==> src/rtl/pooling_pkg.sv <==
// pooling_pkg: shared types, FSM states and window origin table for pooling_2x2.
package pooling_pkg;
    localparam int DATA_W  = 16;
    localparam int LATENCY = 5;
    typedef logic signed [DATA_W-1:0] pixel_t;
    typedef logic signed [DATA_W+1:0] sum_t;
    typedef enum logic [1:0] {IDLE, LOAD, CALC, DONE} state_t;
    // Window w covers rows WIN_ROW[w]..+1, columns WIN_COL[w]..+1 of the tile
    localparam logic [2:0] WIN_ROW [4] = '{3'd0, 3'd0, 3'd2, 3'd2};
    localparam logic [2:0] WIN_COL [4] = '{3'd0, 3'd2, 3'd0, 3'd2};
endpackage

==> src/rtl/pooling_2x2_window.sv <==
// pool_window_2x2: combinational 2x2 window operator.
// Truncating average by default; signed maximum when POOL_MAX_EN is defined.
module pool_window_2x2
    import pooling_pkg::*;
(
    input  pixel_t p0,
    input  pixel_t p1,
    input  pixel_t p2,
    input  pixel_t p3,
    output pixel_t y
);
`ifdef POOL_MAX_EN
    pixel_t m01, m23;
    always_comb begin
        m01 = (p0 > p1) ? p0 : p1;
        m23 = (p2 > p3) ? p2 : p3;
        y   = (m01 > m23) ? m01 : m23;
    end
`else
    sum_t s;
    // Bias negative sums by 3 so the arithmetic shift rounds toward zero
    always_comb begin
        s = sum_t'(p0) + sum_t'(p1) + sum_t'(p2) + sum_t'(p3);
        y = pixel_t'(((s < 0) ? s + sum_t'(3) : s) >>> 2);
    end
`endif
endmodule

==> src/rtl/pooling_2x2.sv <==
// pooling_2x2: 5x5 tile -> 2x2 stride-2 pooling with level start/finish handshake.
// Window operator selected by POOL_MAX_EN (max) or default truncating average.
module pooling_2x2
    import pooling_pkg::*;
(
    input  logic                     clk,
    input  logic                     rst_n,
    input  logic                     start,
    input  logic signed [DATA_W-1:0] px_0_0, px_0_1, px_0_2, px_0_3, px_0_4,
    input  logic signed [DATA_W-1:0] px_1_0, px_1_1, px_1_2, px_1_3, px_1_4,
    input  logic signed [DATA_W-1:0] px_2_0, px_2_1, px_2_2, px_2_3, px_2_4,
    input  logic signed [DATA_W-1:0] px_3_0, px_3_1, px_3_2, px_3_3, px_3_4,
    input  logic signed [DATA_W-1:0] px_4_0, px_4_1, px_4_2, px_4_3, px_4_4,
    output logic                     finish,
    output logic signed [DATA_W-1:0] pixel_out,
    output logic signed [DATA_W-1:0] pool_0_0,
    output logic signed [DATA_W-1:0] pool_0_1,
    output logic signed [DATA_W-1:0] pool_1_0,
    output logic signed [DATA_W-1:0] pool_1_1
);
    pixel_t px [5][5];
    pixel_t tile_q [5][5], tile_d [5][5];
    pixel_t stage_q [4], stage_d [4];
    pixel_t pool_q [4], pool_d [4];
    state_t state_q, state_d;
    logic [1:0] w_q, w_d;
    logic [2:0] r, c;
    pixel_t win;

    assign px = '{'{px_0_0, px_0_1, px_0_2, px_0_3, px_0_4},
                  '{px_1_0, px_1_1, px_1_2, px_1_3, px_1_4},
                  '{px_2_0, px_2_1, px_2_2, px_2_3, px_2_4},
                  '{px_3_0, px_3_1, px_3_2, px_3_3, px_3_4},
                  '{px_4_0, px_4_1, px_4_2, px_4_3, px_4_4}};

    assign r = WIN_ROW[w_q];
    assign c = WIN_COL[w_q];

    pool_window_2x2 u_win (
        .p0 (tile_q[r][c]),
        .p1 (tile_q[r][c + 3'd1]),
        .p2 (tile_q[r + 3'd1][c]),
        .p3 (tile_q[r + 3'd1][c + 3'd1]),
        .y  (win)
    );

    always_comb begin
        state_d = state_q;
        w_d     = w_q;
        tile_d  = tile_q;
        stage_d = stage_q;
        pool_d  = pool_q;
        case (state_q)
            IDLE: state_d = start ? LOAD : IDLE;
            LOAD: begin
                state_d = start ? CALC : IDLE;
                tile_d  = px;
                w_d     = '0;
            end
            CALC: begin
                stage_d[w_q] = win;
                w_d          = w_q + 2'd1;
                state_d      = !start ? IDLE : (w_q == 2'd3) ? DONE : CALC;
                // Last window lands in staging and all four commit together
                if (start && w_q == 2'd3) pool_d = stage_d;
            end
            DONE:    state_d = start ? DONE : IDLE;
            default: state_d = IDLE;
        endcase
    end

    always_ff @(posedge clk or negedge rst_n) begin
        if (!rst_n) begin
            state_q <= IDLE;
            w_q     <= '0;
            tile_q  <= '{default: '0};
            stage_q <= '{default: '0};
            pool_q  <= '{default: '0};
        end else begin
            state_q <= state_d;
            w_q     <= w_d;
            tile_q  <= tile_d;
            stage_q <= stage_d;
            pool_q  <= pool_d;
        end
    end

    assign finish    = (state_q == DONE);
    assign pixel_out = pool_q[0];
    assign pool_0_0  = pool_q[0];
    assign pool_0_1  = pool_q[1];
    assign pool_1_0  = pool_q[2];
    assign pool_1_1  = pool_q[3];
endmodule

==> config.mk <==
export PLATFORM = sky130hd
export DESIGN_NAME = pooling_2x2
export DESIGN_NICKNAME = d
export VERILOG_FILES = /design/src/rtl/pooling_pkg.sv /design/src/rtl/pooling_2x2_window.sv /design/src/rtl/pooling_2x2.sv
export SDC_FILE = /design/constraint.sdc
export NUM_CORES = 1
export LEC_CHECK = 0
export CAP_MARGIN = 20
export CORE_MARGIN = 3
export CORE_UTILIZATION = 40
export DETAILED_ROUTE_END_ITERATION = 10
export GPL_ROUTABILITY_DRIVEN = 0
export PLACE_DENSITY = 0.74
export SKIP_LAST_GASP = 1
export SLEW_MARGIN = 20
export SYNTH_ARGS = -nofsm -noshare
export SYNTH_HDL_FRONTEND = slang
export SYNTH_SLANG_ARGS = --single-unit
==> constraint.sdc <==
create_clock -name clk -period 7.5 [get_ports clk]
set_clock_uncertainty 0.15 [all_clocks]
set_input_delay 1.5 -clock clk [delete_from_list [all_inputs] [get_ports clk]]
set_output_delay 1.5 -clock clk [all_outputs]
set_load 0.02 [all_outputs]
# Word-level counts from Yosys, hierarchy flattened
# Cells that the tools add are included.
totals:
  regBits: 532
  input_bits: 403
  output_inout_bits: 81
  wordCells: 98
classes:
  addsub: 7
  magnitude_cmp: 7
  n_eq_ne: 4
  muxes: 35
  bitwise: 5
  n_reduce_logical: 5
op_table:
  columns: ["operator", "n"]
  rows:
  - ["binary-select mux 80 bit (select 3 bit)", 2]
  - ["2-to-1 mux 80 bit", 4]
  - ["binary-select mux 16 bit (select 3 bit)", 4]
  - ["2-to-1 mux 16 bit", 9]
  - ["bitwise mux 64 bit", 1]
  - ["demux 16 bit (select 2 bit)", 1]
  - ["adder 17 x 16 -> 18 bit", 1]
  - ["adder 18 x 16 -> 18 bit", 1]
  - ["adder 18 x 3 -> 18 bit, second input constant", 1]
  - ["less-than comparator 18 x 1 -> 1 bit, second input constant", 1]
  - ["2-to-1 mux 18 bit", 1]
  - ["adder 16 x 16 -> 17 bit", 1]
  - ["greater-or-equal comparator 4 bit, second input constant", 4]
  - ["inverter 3 -> 4 bit", 4]
  - ["binary-select mux 3 bit (select 2 bit)", 2]
  - ["2-to-1 mux 3 bit", 4]
  - ["case mux 2 bit (4 select lines)", 1]
  - ["adder 3 x 1 -> 3 bit, second input constant", 2]
  - ["== test 2 bit, second input constant", 3]
  - ["2-to-1 mux 2 bit", 3]
  - ["case mux 2 bit (2 select lines)", 1]
  - ["greater-or-equal comparator 3 bit, second input constant", 1]
  - ["less-than comparator 3 x 1 -> 1 bit, second input constant", 1]
  - ["inverter 2 -> 3 bit", 1]
  - ["other kinds (7)", 9]

# Depth between registers and ports, before layout
# Gate-level depths: netlist (run 1).
logic_depth:
  ltp_word: 17
  ltp_mapped: 18
  ltp_nobuf: 17

# Cells and area by module
# Synthesis (run 1) repeated with hierarchy kept, for this count alone.
hier_totals:
  hier_cells: 1314
  hier_area_um2: 18415.2
by_module_without_submodules:
  columns: ["mod", "n_inst", "cells_per_inst", "area_each_um2", "seq_area_each_um2"]
  rows:
  - ["pooling_2x2", 1, 1018, 16155.5, 9308.9]
  - ["pool_window_2x2", 1, 296, 2259.7, 0.0]

# Least setup slack after synthesis (run 1)
# No wires, ideal clock.
synth_timing:
  kind: "reg-to-reg"
  start: "register w_q[1]"
  end: "register pool_q, in the netlist pool_0_1[13]"
  setup_time_ps: 148
  arrival_time_ps: 5267
  t_required_ps: 7202
  setup_slack_ps: 1934
  path_stages_with_launch: 18
  n_path_buf: 2
  synth_period_minus_slack_ps: 5566
  cell_sequence: "dfrtp_1 clkbuf_1 buf_1 mux4_2 inv_1 fa_1 fa_1 inv_1 ha_1 a21o_1 a31o_2 o21ai_0 nand2_1 xor2_1 nand3_2 nor3_2 xor2_2 a311oi_1"
synth_between:
  elab_chain_len: 17
  elab_cells_between_ends: 46
  cone_classes: "add/sub: 6; order compare: 3; eq/ne: 1; mux: 28; bitwise: 5; reduce/logical: 3"
synth_lines:
  columns: ["element", "line", "rtl"]
  rows:
  - ["start: declaration", "pooling_2x2.sv:26", "logic [1:0] w_q, w_d;"]
  - ["start signal: assignment", "pooling_2x2.sv:81", "w_q <= w_d;"]
  - ["inverter 2 -> 3 bit (implied by the code)", "pooling_2x2.sv:36, pooling_2x2.sv:37, pooling_2x2.sv:61", null]
  - ["binary-select mux 3 bit (select 2 bit)", "pooling_2x2.sv:36", "assign r = WIN_ROW[w_q];"]
  - ["2-to-1 mux 3 bit (implied by the code) (2 in series)", "pooling_2x2.sv:36", null]
  - ["inverter 3 -> 4 bit (implied by the code) / adder 3 x 1 -> 3 bit (equally long branches)", null, null]
  - ["binary-select mux 80 bit (select 3 bit) / inverter 3 -> 4 bit (equally long branches)", null, null]
  - ["2-to-1 mux 80 bit (implied by the code) / binary-select mux 80 bit (select 3 bit) (equally long branches)", null, null]
  - ["2-to-1 mux 80 bit (on tied branches)", null, null]
  - ["binary-select mux 16 bit (select 3 bit), or another cell as far along", "pooling_2x2.sv:40", ".p0 (tile_q[r][c]),"]
  - ["2-to-1 mux 16 bit (implied by the code), or another cell as far along", "pooling_2x2.sv:40", null]
  - ["2-to-1 mux 16 bit (on tied branches)", "pooling_2x2.sv:40, pooling_2x2.sv:41, pooling_2x2.sv:42", null]
  - ["adder 16 x 16 -> 17 bit / 2-to-1 mux 16 bit (equally long branches)", "pooling_2x2_window.sv:23, pooling_2x2.sv:42", null]
  - ["adder 17 x 16 -> 18 bit", "pooling_2x2_window.sv:23", "s = sum_t'(p0) + sum_t'(p1) + sum_t'(p2) + sum_t'(p3);"]
  - ["adder 18 x 16 -> 18 bit", "pooling_2x2_window.sv:23", null]
  - ["adder 18 x 3 -> 18 bit / less-than comparator 18 x 1 -> 1 bit (equally long branches)", "pooling_2x2_window.sv:24", "y = pixel_t'(((s < 0) ? s + sum_t'(3) : s) >>> 2);"]
  - ["2-to-1 mux 18 bit", "pooling_2x2_window.sv:24", null]
  - ["bitwise mux 64 bit", "pooling_2x2.sv:61", "stage_d[w_q] = win;"]
  - ["end signal: assignment", "pooling_2x2.sv:84", "pool_q <= pool_d;"]
  - ["end: declaration", "pooling_2x2.sv:24", "pixel_t pool_q [4], pool_d [4];"]
# Several ways; a longest one is shown, not always the timed one. The select of a mux whose other input is x is not followed.
# A chain may end at the register's enable or synchronous reset.

# Final worst setup path (run 1)
layout_timing:
  start: "register w_q[1]"
  end: "register pool_q, in the netlist pixel_out[4]"
# Same word-level chain as after synthesis.

==> results of run 1 <==
-- metal layers --
metal	up-vias	routed length [microns]
met5	-	108
met4	16	681
met3	67	3970
met2	358	22400
met1	5983	18100
li1	5445	-
-- worst max-delay path: cells and delay by family, from the launching register on --
kind | cells | cell delay [ps]
flip-flops | 1 | 770
XOR/XNOR | 1 | 690
multiplexers | 1 | 500
adder cells (fa/ha/maj) | 3 | 1330
AO/OA/AOI/OAI | 6 | 1440
AND/OR/NAND/NOR | 2 | 320
buffers and inverters | 4 | 680
-- path summary, 6_finish.rpt --
| check | start | endpoint |
|---|---|---|
| worst max-delay path | w_q[1] | pixel_out[4] |
| worst min-delay path | stage_q[35] | stage_q[35] |
| worst max register to register | w_q[1] | pixel_out[4] |
| worst min register to register | stage_q[35] | stage_q[35] |
| max in group asynchronous | rst_n | tile_q[285] |
| min in group asynchronous | rst_n | pixel_out[12] |
-- state kept, by name, indices dropped and copies added (netlist names) --
register,flops
pool_1_1,16
tile_q,256
pool_1_0,16
pool_0_1,16
w_q,2
pixel_out,16
state_q,2
stage_q,48
-- per-stage QoR --
stage,cell area (sq um),setup WS (ps)
final,23100,1470
after CTS,23100,1380
after detailed placement,21800,1390
after global placement,21800,1560
after floorplan,17900,1930
after global routing,23100,1150
-- final cells by class --
cell class	count	area [sq um]
fill	3666	20500
multi-input combinational	814	7860
antenna	4	10.0
sequential	372	9320
tap	585	732
clock inverter	16	166
timing repair buffer	352	3550
inverter	99	372
clock buffer	57	1140
-- cells in the final DEF, fill, tap and decap left out, drive strengths merged, types with 8 or more instances in the layout --
cell type,instances
clkbuf,57
xor2,13
nand3,10
mux2,256
o21ai,114
fa,33
ha,25
nor2,21
inv,102
a21oi,60
mux4,64
and3,25
clkdlybuf4s50,338
nor3,10
xnor2,14
a21o,19
buf,14
clkinv,10
nand2,96
o21a,8
dfrtp,372
-- power groups by stage --
stage                     logic (W)  clock network (W)  registers [W]
after global placement      0.00554                  0        0.00260
final                       0.00565            0.00197        0.00260
after floorplan             0.00403                  0        0.00254
after global routing        0.00624            0.00211        0.00264
after detailed placement    0.00567                  0        0.00263
after CTS                   0.00569            0.00202        0.00260
-- kinds of logic (layout without fill, tap and decap cells) --
family,count (synthesis),after routing,share of synthesized area (%)
simple gates,182,182,5.03
compound gates,225,225,7.45
xor+xnor,27,27,1.61
buf+inv,193,524,4.41
other cells,0,4,0
flops,372,372,51.9
mux,322,322,24.2
fa+ha+maj,58,58,5.42
==> metrics.csv, run 1 <==
metric,value,unit
TritonCTS Sinks,372,
Max clock buf depth,3,
number of flops mapped to enable cells by yosys,0,
max_slew headroom,32.8,%
vias per inst,5.16,
worst-path fanout max,22,
CTS buffer count,41,
Peak VDD IR,559,uV
Starting DRT DRC Count,816,
total gr overflow,0,
Sw Share,45.6,%
# IOs,484,
layout cell share with drive strength beyond 1,24.7,%
GR peak layer,met2,
Pint,0.00555,W
Final nets,2141,
# DRC,0,
synthesized flop and latch total,372,
post-CTS setup buffers,0,
asr flop ratio synth,100,%
worst skew pair latency,580,ps
clock power share,19.3,%
max_cap viols,0,
Total Die Area,0.0474,sq mm
Tot Pwr,0.0102,W
Cell variety after synth,61,
Clock Tree Root,clkbuf_16,
R2R setup slack,1470,ps
combinational power share,55.3,%
WP data required,7810,ps
RSZ-0062 raised after global routing,no,
"Cell Area, Synth",0.0179,sq mm
post-CTS sizing,0,
met3 GRT Util,6.45,%
first-pass GRT wire length,71.3,mm
layout overhead on the synthesized area,28.9,%
R2R cell count,17,
Mean Syn Cell Area,13.0,sq um
final hold viol count,0,
Net Sw Power,0.00466,W
clock transition at the registers of the reported paths,60,ps
synth warn,0,
core area,0.0436,sq mm
hpwl dp,33.2,mm
final core utilization,53.0,%
dominant cells by area after synthesis,"dfrtp_1 52%, mux2_2 16%, mux4_2 8.0%, fa_1 3.7%, o21ai_0 2.6%",
final hold slack,326,ps
crit path capture type,flop,
Mapped Cells,1379,
largest net degree at the start of global routing,179,
Final Max Tran Viols,0,
vias,11869,
initial antenna violation count,12,
most used flip-flop cell after synthesis,dfrtp_1,
Die Height,218,microns
global-route met1 utilization,23.8,%
Die Wd,218,microns
synth cell count leaders,"372 x dfrtp_1, 256 x mux2_2, 99 x inv_1, 95 x nand2_1, 93 x o21ai_0",
vias in the first global route,12637,
CP Cell Sequence,"buf_12, buf_4, mux4_2, inv_1, fa_1, fa_1, inv_1, ha_1, a21oi_1, nor2_1, a211oi_1, a2bb2oi_1, o211ai_4, and2_1, xnor2_1, a21oi_1, a21o_1",
crit path DAT,6330,ps
CP Class,reg -> reg,
final wirelength,45.3,mm
Rows,76,
Setup-failing EPs final,0,
most frequent cell after synthesis,dfrtp_1,
total track usage,19.4,%
Port Buffer Count,339,
Hold Path Depth,2,
Max Freq,0.166,GHz
worst hold path type,reg -> reg,
Post-Syn Nets,1840,
starting density of the core,41.1,%
sequential share of power,25.4,%
Power Dens Cells,441,mW/mm^2
setup TNS,0,ps
ANT nets after route,0,
Routed wire per std cell,19.7,microns
top cell type's share of synthesized area,51.9,%
H-tree depth,2,
Pre-antenna DRT Iters,5,
GRT met2 Usage,33.2,%
max incr delay on CP,770,ps
Final min period,6030,ps
"area leader, netlist",dfrtp_1,
CTS Hold Bufs,0,
Final period util,80.3,%
Lkg Pwr,9.86,nW
"Seq/Total Area, Yosys",51.9,%
outcome,completed,
CP Launch Type,flop,
fin cells,2299,
Slew @ Worst Pin,1010,ps
TritonCTS clock tree,yes,
DP Cell Count,2222,
CP max stage cell,dfrtp_4,
Power figures use the tool's default switching activity.
==> run 2, diff against run 1 <==
Settings changed: PLACE_DENSITY 0.74 to 0.77.
Clock period 7.5 ns to 5.12 ns, I/O delays scaled along.
==> metrics.csv, run 2 (synthesis gave the netlist of run 1 again) <==
metric,value,unit,change
Clock Tree Root,clkbuf_16,,
number of fill cells in the layout,3555,,-3.0%
vias in the first global route,13226,,+4.7%
fin cells,2402,,+4.5%
"commonest non-fill, non-tap cell in the layout",dfrtp_1,,
Pre-antenna DRT Iters,7,,+2
Biggest register,tile_q,,
Max clock buf depth,3,,unchanged
sequential share of power,19.4,%,-6.0 points
ANT nets after route,0,,unchanged
crit path DAT,5340,ps,-990 ps
RSZ-0062 raised after global routing,yes,,
CTS Hold Bufs,0,,unchanged
Final min period,5100,ps,-923 ps
Hold Crit Start,stage_q[44],,
core area,0.0436,sq mm,unchanged
layout overhead on the synthesized area,35.9,%,
biggest regs,"tile_q: 256 flops, stage_q: 48 flops",,
final wirelength,47.6,mm,+5.0%
max_cap viols,0,,unchanged
# DRC,0,,unchanged
outcome,completed,,
H-tree depth,2,,unchanged
DR top layer,met5,,
Total Die Area,0.0474,sq mm,unchanged
crit path capture type,flop,,
Lkg Pwr,10.5,nW,+6.6%
CP Launch Type,flop,,
worst hold path type,reg -> reg,,
Setup-failing EPs final,0,,unchanged
vias,12403,,+4.5%
TritonCTS Sinks,372,,unchanged
PnR worst setup slack,17.4,ps,-1460 ps
"commonest non-fill, non-tap cells in the layout","370 x dfrtp_1, 338 x clkdlybuf4s50_1, 256 x mux2_2, 96 x buf_4",,
Final nets,2248,,+5.0%
Power Dens Cells,802,mW/mm^2,+82%
clock power share,14.8,%,-4.5 points
TritonCTS clock tree,yes,,
Net Sw Power,0.00815,W,+75%
Sw Share,41.7,%,-4.0 points
Max Freq,0.196,GHz,+18%
CP Class,reg -> reg,,
final hold viol count,0,,unchanged
pre-CTS setup slack,-221,ps,-1610 ps
WP data required,5360,ps,-2450 ps
Starting DRT DRC Count,731,,-10%
Routed wire per std cell,19.8,microns,+0.49%
Die Height,218,microns,unchanged
Port Buffer Count,339,,unchanged
Final Max Tran Viols,0,,unchanged
layout cell share with drive strength beyond 1,32.4,%,+7.6 points
Final period util,99.7,%,+19 points
total gr overflow,0,,unchanged
Pint,0.0114,W,+110%
clock transition at the registers of the reported paths,60,ps,about the same
met3 WL,3.87,mm,-2.6%
DP Cell Count,2301,,+3.6%
DRT met1 WL,19.3,mm,+6.6%
largest net degree at the start of global routing,154,,-14%
hpwl dp,34.8,mm,+4.8%
Rows,76,,unchanged
max_slew headroom,30.6,%,-2.2 points
worst-path fanout max,7,,-68%
vias per inst,5.16,,about the same
final hold slack,324,ps,-1.39 ps
initial antenna violation count,10,,-2
CTS buffer count,40,,-2.4%
worst skew pair latency,560,ps,-20 ps
R2R Path Start,w_q[1],,
crit path launch,w_q[1],,
total track usage,19.9,%,+0.50 points
max FFs per register,256,,unchanged
final core utilization,55.9,%,+2.9 points
Die Wd,218,microns,unchanged
first-pass GRT wire length,73.5,mm,+3.0%
metal2 WL,23.1,mm,+3.2%
# IOs,484,,unchanged
combinational power share,65.7,%,+10 points
Peak VDD IR,976,uV,+74%
Slew @ Worst Pin,1040,ps,+30.8 ps
starting density of the core,41.1,%,unchanged
## run 2: cell types whose count changed in the layout (fill, tap and decap cells not counted), sizes merged
cell      change
buf         +108
clkbuf        -3
bufinv        +2
inv           -2
clkinv        -1
clkinvlp      -1
## run 2: stage by stage
stage | power (W) | area [sq um] | setup TNS (ps)
after detailed placement | 0.0146 | 22500 | -7930
after global placement | 0.0143 | 22500 | -4940
final | 0.0196 | 24400 | 0
after CTS | 0.0185 | 24100 | -210
after floorplan | 0.00966 | 18000 | 0
after global routing | 0.0208 | 24400 | -8240
## run 2: critical path: stages (launching register included)
cell and delay (ps):
dfrtp_4 430, buf_12 140, buf_12 140, mux4_2 520, inv_2 100, fa_2 460
fa_1 510, buf_4 160, fa_2 420, nor2b_4 170, o2111ai_4 170, nand4b_1 150
and3b_2 210, nor3b_4 230, nand3_4 110, buf_6 130, nor4_4 310, xor2_2 170
buf_6 150, o21ai_1 60
## run 2: routing by layer
layer	GRT usage, %	vias to the layer above
met4	5.89	14
li1	-	5645
met3	6.02	85
met5	0	-
met2	33.0	406
met1	25.3	6253
## run 2: what timing repair did
item,4_1_cts,5_1_grt
gates resized for setup,45,55
pin swaps,23,25
hold endpoints to repair,0,0
setup buffers,15,15
endpoints found under the setup margin,106,107
## run 2: worst paths after layout
path,end,slack (ps),cells after the start
setup / recovery,stage_q[46],20,19
hold / removal,stage_q[44],320,2
setup reg to reg,stage_q[46],20,19
hold reg to reg,stage_q[44],320,2
max in group asynchronous,w_q[0],3320,2
min in group asynchronous,pixel_out[12],390,1
## run 2: power groups by stage
stage	clock network, W	registers (W)	logic (W)
CTS	0.00296	0.00380	0.0117
global route	0.00307	0.00386	0.0138
finish	0.00290	0.00380	0.0129
floorplan	0	0.00372	0.00594
detailed placement	0	0.00385	0.0108
global placement	0	0.00380	0.0105
## run 2: cell type report
type	count	area, sq um	area share (%)
Multi-Input combinational cell	814	8160	33.5
Clock buffer	54	1110	4.56
Inverter	99	372	1.52
Tap cell	585	732	3.00
Sequential cell	372	9320	38.2
Clock inverter	14	189	0.774
Timing Repair Buffer	460	4500	18.4
Antenna cell	4	10.0	0.0410
